==> config.mk <==
export PLATFORM = sky130hd
export DESIGN_NAME = fifo_1rw_stream_adapter
export DESIGN_NICKNAME = d
export VERILOG_FILES = /design/src/rtl/fifo_adapter_pkg.sv /design/src/rtl/fifo_adapter_obuf.sv /design/src/rtl/fifo_1rw_stream_adapter.sv
export SDC_FILE = /design/constraint.sdc
export NUM_CORES = 1
export LEC_CHECK = 0
export BUFFER_PORTS_ARGS = -buffer_cell sky130_fd_sc_hd__buf_2
export CELL_PAD_IN_SITES_DETAIL_PLACEMENT = 0
export CELL_PAD_IN_SITES_GLOBAL_PLACEMENT = 1
export CORE_ASPECT_RATIO = 0.6
export CORE_MARGIN = 1.5
export CORE_UTILIZATION = 33
export CTS_BUF_LIST = sky130_fd_sc_hd__clkbuf_2
export CTS_CLUSTER_DIAMETER = 200
export DETAILED_ROUTE_END_ITERATION = 6
export PLACE_DENSITY = 0.89
export SKIP_LAST_GASP = 1
export SYNTH_ARGS = -nofsm -noshare
export SYNTH_HDL_FRONTEND = slang
export SYNTH_SLANG_ARGS = --single-unit
==> constraint.sdc <==
create_clock -name clk_i -period 2.14 [get_ports clk_i]
set_input_delay 0.428 -clock clk_i [delete_from_list [all_inputs] [get_ports clk_i]]
set_output_delay 0.428 -clock clk_i [all_outputs]
set_load 0.005 [all_outputs]
==> src/rtl/fifo_adapter_pkg.sv <==
// Shared constants and types for the single-port FIFO stream adapter.
// The output buffer depth is fixed; the arbiter reserves buffer space against it.
package fifo_adapter_pkg;

    localparam int unsigned WIDTH    = 32;
    localparam int unsigned OBUF_ELS = 2;

    typedef enum logic {
        PRIO_ENQ = 1'b0,
        PRIO_DEQ = 1'b1
    } prio_e;

endpackage

==> src/rtl/fifo_adapter_obuf.sv <==
// Two-entry shift buffer holding FIFO read data for the consumer.
// Entry 0 is always the head; a same-cycle pop and push are both honoured.
module fifo_adapter_obuf
    import fifo_adapter_pkg::*;
#(
    parameter int unsigned width_p = WIDTH
) (
    input  logic               clk_i,
    input  logic               reset_ni,
    input  logic               push_i,
    input  logic [width_p-1:0] push_data_i,
    input  logic               pop_i,
    output logic [1:0]         count_o,
    output logic [width_p-1:0] head_o
);

    logic [width_p-1:0] mem_q [OBUF_ELS];
    logic [width_p-1:0] mem_d [OBUF_ELS];
    logic [1:0]         count_q;
    logic [1:0]         count_d;
    logic               do_pop;
    logic               do_push;

    assign do_pop = pop_i && (count_q != 2'd0);

    always_comb begin
        mem_d   = mem_q;
        count_d = count_q;
        do_push = 1'b0;
        if (do_pop) begin
            mem_d[0] = mem_q[1];
            count_d  = count_q - 2'd1;
        end
        // Push lands after the pop has shifted, so the write slot is the post-pop count.
        if (push_i && (count_d != 2'd2)) begin
            do_push             = 1'b1;
            mem_d[count_d[0]]   = push_data_i;
        end
        if (do_push) begin
            count_d = count_d + 2'd1;
        end
    end

    always_ff @(posedge clk_i) begin
        if (!reset_ni) begin
            count_q  <= 2'd0;
            mem_q[0] <= '0;
            mem_q[1] <= '0;
        end else begin
            count_q  <= count_d;
            mem_q[0] <= mem_d[0];
            mem_q[1] <= mem_d[1];
        end
    end

    assign count_o = count_q;
    assign head_o  = mem_q[0];

endmodule

==> src/rtl/fifo_1rw_stream_adapter.sv <==
// Converts producer/consumer valid-ready streams into the one-op-per-cycle
// command interface of a single-port FIFO, buffering read data for the consumer.
module fifo_1rw_stream_adapter
    import fifo_adapter_pkg::*;
#(
    parameter int unsigned width_p = WIDTH
) (
    input  logic               clk_i,
    input  logic               reset_ni,
    input  logic               up_v_i,
    input  logic [width_p-1:0] up_data_i,
    output logic               up_ready_o,
    output logic               dn_v_o,
    output logic [width_p-1:0] dn_data_o,
    input  logic               dn_ready_i,
    output logic               fifo_v_o,
    output logic               fifo_enq_not_deq_o,
    output logic [width_p-1:0] fifo_data_o,
    input  logic               fifo_full_i,
    input  logic               fifo_empty_i,
    input  logic [width_p-1:0] fifo_data_i
);

    localparam int unsigned obuf_els_p = OBUF_ELS;

    prio_e       prio_q;
    prio_e       prio_d;
    logic        inflight_q;
    logic        inflight_d;
    logic [1:0]  obuf_count;
    logic [2:0]  occupancy;
    logic        deq_ok;
    logic        enq_ok;
    logic        contended;
    logic        enq_fire;
    logic        deq_fire;
    logic        pop;

    // Count the outstanding read as occupied so its data always has a slot.
    assign occupancy = {1'b0, obuf_count} + {2'b00, inflight_q};
    assign deq_ok    = !fifo_empty_i && (occupancy < 3'(obuf_els_p));
    assign enq_ok    = !fifo_full_i;
    assign contended = enq_ok && deq_ok;

    assign up_ready_o = reset_ni && enq_ok && !(deq_ok && (prio_q == PRIO_DEQ));
    assign enq_fire   = up_v_i && up_ready_o;
    assign deq_fire   = reset_ni && deq_ok && !enq_fire;

    assign fifo_v_o           = enq_fire || deq_fire;
    assign fifo_enq_not_deq_o = enq_fire;
    assign fifo_data_o        = up_data_i;

    always_comb begin
        inflight_d = deq_fire;
        prio_d     = prio_q;
        if (contended) begin
            prio_d = (prio_q == PRIO_ENQ) ? PRIO_DEQ : PRIO_ENQ;
        end
    end

    always_ff @(posedge clk_i) begin
        if (!reset_ni) begin
            prio_q     <= PRIO_ENQ;
            inflight_q <= 1'b0;
        end else begin
            prio_q     <= prio_d;
            inflight_q <= inflight_d;
        end
    end

    assign dn_v_o = (obuf_count != 2'd0);
    assign pop    = dn_v_o && dn_ready_i;

    fifo_adapter_obuf #(
        .width_p (width_p)
    ) u_obuf (
        .clk_i       (clk_i),
        .reset_ni    (reset_ni),
        .push_i      (inflight_q),
        .push_data_i (fifo_data_i),
        .pop_i       (pop),
        .count_o     (obuf_count),
        .head_o      (dn_data_o)
    );

endmodule

[After elaboration in Yosys (flattened, before gate mapping)]
Cells that the tools add are included.
W data, S select, Z words.
Word-level totals
  register bits after elaboration: 68
  output and inout bits: 68
  word-level logic and storage cells: 40
Operators by class
  $add $sub $neg: 3
  $lt $le $gt $ge: 3
  eq/ne operators: 1
  muxes and demuxes: 9
  bitwise logic cells: 1
  reduce and logical (&&, ||, !) cells: 18
Operator list (number)
  $bwmux W64: 1
  $mux W32: 2
  $mux W64: 1
  $demux W32 S1: 1
  $logic_and A1 B1 Y1: 12
  $logic_not A1 Y1: 4
  $mux W2: 2
  $add A2 B1 Y3: 1
  $lt A3 B2 Y1 const B: 1
  $add A2 B1 Y2 const B: 1
  $ge A2 B2 Y1 const B: 1
  $lt A2 B1 Y1 const B: 1
  $mux W1: 2
  $ne A2 B2 Y1 const B: 1
  $not A1 Y2: 1
  $reduce_bool A2 Y1: 1
  $sub A2 B1 Y2 const B: 1
  $logic_or A1 B1 Y1: 1

[Depth between registers and ports, before layout]
  depth after elaboration: 11
  mapped depth: 11
  gate-level depth less buffers: 9

[Modules after synthesis]
From an unflattened synthesis, not the netlist that was laid out.
Second synthesis, totals
  cell total of the unflattened synthesis: 375
  area total of the unflattened synthesis: 3601.0 µm²
By module, submodules not included
  fifo_adapter_obuf: times used 1, cells an instance 327, area each 3193.1 µm², seq. area each 1321.3 µm²
  fifo_1rw_stream_adapter: times used 1, cells an instance 48, area each 407.9 µm², seq. area each 40.0 µm²

[Least setup slack after synthesis]
OpenSTA, ideal clock, no wires.
  path type: register -> register
  start: register u_obuf.count_q[0], in the netlist u_obuf.count_o[0]
  end: register (tool-made name)
  arrival: 2143 ps
  required time: 2068 ps
  setup slack: -75 ps
  cell stages (with the launch flop): 12
  path buffers: 2
  clock period less this slack: 2215 ps
  cell sequence: dfxtp_1 > inv_1 > ha_1 > nand2b_1 > buf_4 > mux2_2 > inv_1 > ha_1 > nand2b_1 > nor2_2 > buf_6 > mux2i_1
RTL lines
  from (decl): line fifo_adapter_obuf.sv:19  | logic [1:0] count_q;
  from (signal assigned): line fifo_adapter_obuf.sv:50  | count_q <= count_d;

[Worst setup path after layout]
  start: register u_obuf.count_q[0], in the netlist u_obuf.count_o[0]
  end: register u_obuf.count_q[0], in the netlist u_obuf.count_o[0]
Between the ends
  longest elaborated chain between the ends: 8
Ends and longest elaborated chain
  parallel branches: the longest is 3 deep, another holds $sub A2 B1 Y2
  $mux W2 (*): line fifo_adapter_obuf.sv:30  | if (do_pop) begin
  $ne A2 B2 Y1: line fifo_adapter_obuf.sv:35  | if (push_i && (count_d != 2'd2)) begin
  $logic_and A1 B1 Y1: line fifo_adapter_obuf.sv:35
  $mux W1: line fifo_adapter_obuf.sv:35
  $mux W2 (*): line fifo_adapter_obuf.sv:39  | if (do_push) begin
Every way passes the cells marked *.
A chain may end at the register's enable or synchronous reset.

==> results.json <==
{
  "path_max_fanout": 11,
  "grt_pass1_wl_mm": 10.9,
  "clkTransAtPathRegs_ns": 0.21,
  "die_h_microns": 83.3,
  "synth_xor_area_share_pct": 1.02,
  "synthTopCellsByArea": "dfxtp_1, mux2i_1, buf_4",
  "hpwl_mm": 4.75,
  "fp.dieW_microns": 137,
  "initial_core_util_pct": 33.7,
  "viasPerCell": 4.41,
  "ir_drop_v": 0.000440,
  "cap_violations": 0,
  "muxShareOfSynthArea_pct": 28.8,
  "setup_viol_count_final": 0,
  "cp.arrival_ns": 2.44,
  "cp.required_ns": 2.53,
  "seqPwrFrac_pct": 38.0,
  "netlist_instances": 374,
  "slew_violations": 0,
  "critPathKind": "flip-flop to flip-flop",
  "drtAntennaViolNets": 0,
  "powerDensity_nw_per_um2": 1040,
  "drive_above_1_share_pct": 38.2,
  "synth_compound_area_share_pct": 0.706,
  "ctsHoldBuffers": 0,
  "cts_tree": "built",
  "fill_cells": 1077,
  "port-buffer-count": 73,
  "finalWorstSetupSlack_ns": 0.0916,
  "clk_path_buf_depth": 2,
  "yosysMostFrequentCell": "nand2_1",
  "clock-sinks": 68,
  "leakage_nw": 1.89,
  "avgSynthCellArea_sq_um": 9.47,
  "place_ws_ns": -0.0632,
  "cp-end-kind": "flip-flop",
  "num-nets-final": 462,
  "synth-main-ff-cell": "dfxtp_1",
  "synth_nets": 446,
  "synth.cell_area_sq_um": 3540,
  "register_area_sq_um": 1370,
  "clk_latency_ns": 0.49,
  "synth_warnings": 0,
  "status": "completed",
  "final_area_sq_um": 3920,
  "grt_pass1_vias": 2220,
  "initialDrtViolationCount": 87,
  "yosys.area.top_type_share_pct": 38.4,
  "hold_class": "primary input to flip-flop",
  "place_area_sq_um": 3590,
  "yosys.area_share.adder_pct": 0.706,
  "fin_crit_sh_pct": 95.7,
  "cts-buffers-inserted": 9,
  "htree_levels": 3,
  "cts_root_buffer": "clkbuf_2",
  "ys_types": 22,
  "fmax_mhz": 488,
  "ios": 138,
  "die_area_sq_um": 11400,
  "rsz0062_at_grt": "true",
  "place_congestion": 0.722,
  "clock_power_share_pct": 26.4,
  "ys_ff_latch": 68,
  "synth-edff-count": 0,
  "power_switching_mw": 1.22,
  "wl_per_cell_microns": 13.3,
  "worst_pin_slew_ns": 0.411,
  "combinationalPowerShare_pct": 35.5,
  "min_period_ns": 2.05,
  "ys_seq_area_share_pct": 38.4,
  "yosysTopAreaCell": "dfxtp_1",
  "overflow": 0,
  "num_vias": 2358,
  "fin_skew_ns": 0.0203,
  "dr.pass1.iters": 4,
  "slew_headroom_pct": 72.6,
  "fin_util_pct": 37.2,
  "finalHoldViolations": 0,
  "fp-row-count": 29,
  "p_int_mw": 2.86,
  "drt_drc_violations_left": 0,
  "grt_max_degree": 101,
  "synth_top_family_by_area": "multiplexers",
  "swShare_pct": 29.9,
  "multi_input_area_sq_um": 1590,
  "async_flop_share_pct": 0,
  "crit_path_start_kind": "flip-flop",
  "yosys.area_share.simple_pct": 12.4,
  "antenna_found_initial": 0,
  "grt.total_usage_pct": 12.6,
  "syn2layout_area_growth_pct": 10.5,
  "synthTopCellsByCount": "nand2_1, dfxtp_1, buf_4, mux2i_1, mux2_2",
  "wirelength_mm": 7.12,
  "core_area_sq_um": 10500
}
[timing repair]
item	4_1_cts	5_1_grt
gates cloned	1	1
buffers inserted	1	7
resized for setup	5	10
setup endpoints to repair	34	46
pin swaps	1	4
[path summary, 6_finish.rpt]
kind | start | end | slack, ns | cells after the start
setup / recovery | u_obuf.count_o[0] | u_obuf.count_o[0] | 0.09 | 11
hold / removal | fifo_data_i[2] | u_obuf.head_o[2] | 0.17 | 3
setup reg to reg | u_obuf.count_o[0] | u_obuf.count_o[0] | 0.09 | 11
hold reg to reg | flip-flop | flip-flop | 0.47 | 2
[per-layer routing]
layer  vias up  track usage (%)  wire length, microns
li1       1198                -                     -
met1      1099             15.7                  3420
met2        57             19.0                  3200
met3         4             6.29                   465
met4         0             3.92                    32
met5         -                0                     0
[worst max-delay path: stages (launching register included)]
cell and delay [ns]:
dfxtp_2 0.37, inv_1 0.05, ha_2 0.18, nand2b_4 0.18
mux2_4 0.22, inv_1 0.04, ha_1 0.18, nand2b_4 0.16
nor2_4 0.12, buf_4 0.13, buf_12 0.14, and3b_1 0.19
[cells by family after synthesis]
family | after synthesis
AOI/OAI and AO/OA | 3
buffers and inverters | 91
adders and majority gates | 2
and+or+nand+nor | 110
DFF | 68
xor gates and xnor gates | 2
muxes | 98
[per-stage QoR]
step | hold WS (ns) | total power [mW] | TNS, ns | instances
3_3_place_gp | 0.439 | 2.84 | 0 | 509
6_report | 0.174 | 4.08 | 0 | 535
3_5_place_dp | 0.449 | 2.89 | -0.545 | 509
4_1_cts | 0.0933 | 4.06 | 0 | 527
5_1_grt | 0.0875 | 4.33 | -0.0895 | 534
2_1_floorplan | 0.432 | 2.70 | 0 | 374
[placed cells by master, fill, tap and decap left out, drive strengths merged, types with 2 or more instances in the layout]
master and n:
mux2i 65, clkbuf 10, inv 5, and2 2
bufinv 4, nand2 99, buf 90, nand2b 3
xnor2 2, dfxtp 68, mux2 33, clkinvlp 2
ha 2, nor2 3
[power by group through the flow]
stage,Clock [mW],Sequential (mW),Combinational (mW)
finish,1.08,1.55,1.45
global route,1.18,1.58,1.57
CTS,1.12,1.55,1.38
detailed placement,0,1.58,1.31
global placement,0,1.57,1.27
floorplan,0,1.55,1.15
[final cells by class]
type | instances | share of cell area (%)
timing repair buffer | 91 | 14.9
inverter | 5 | 0.479
multi-input combinational | 215 | 40.5
sequential | 68 | 34.9
clock buffer | 9 | 1.15
antenna | 1 | 0.0639
tap | 139 | 4.44
clock inverter | 7 | 3.55
Power figures use the tool's default switching activity.
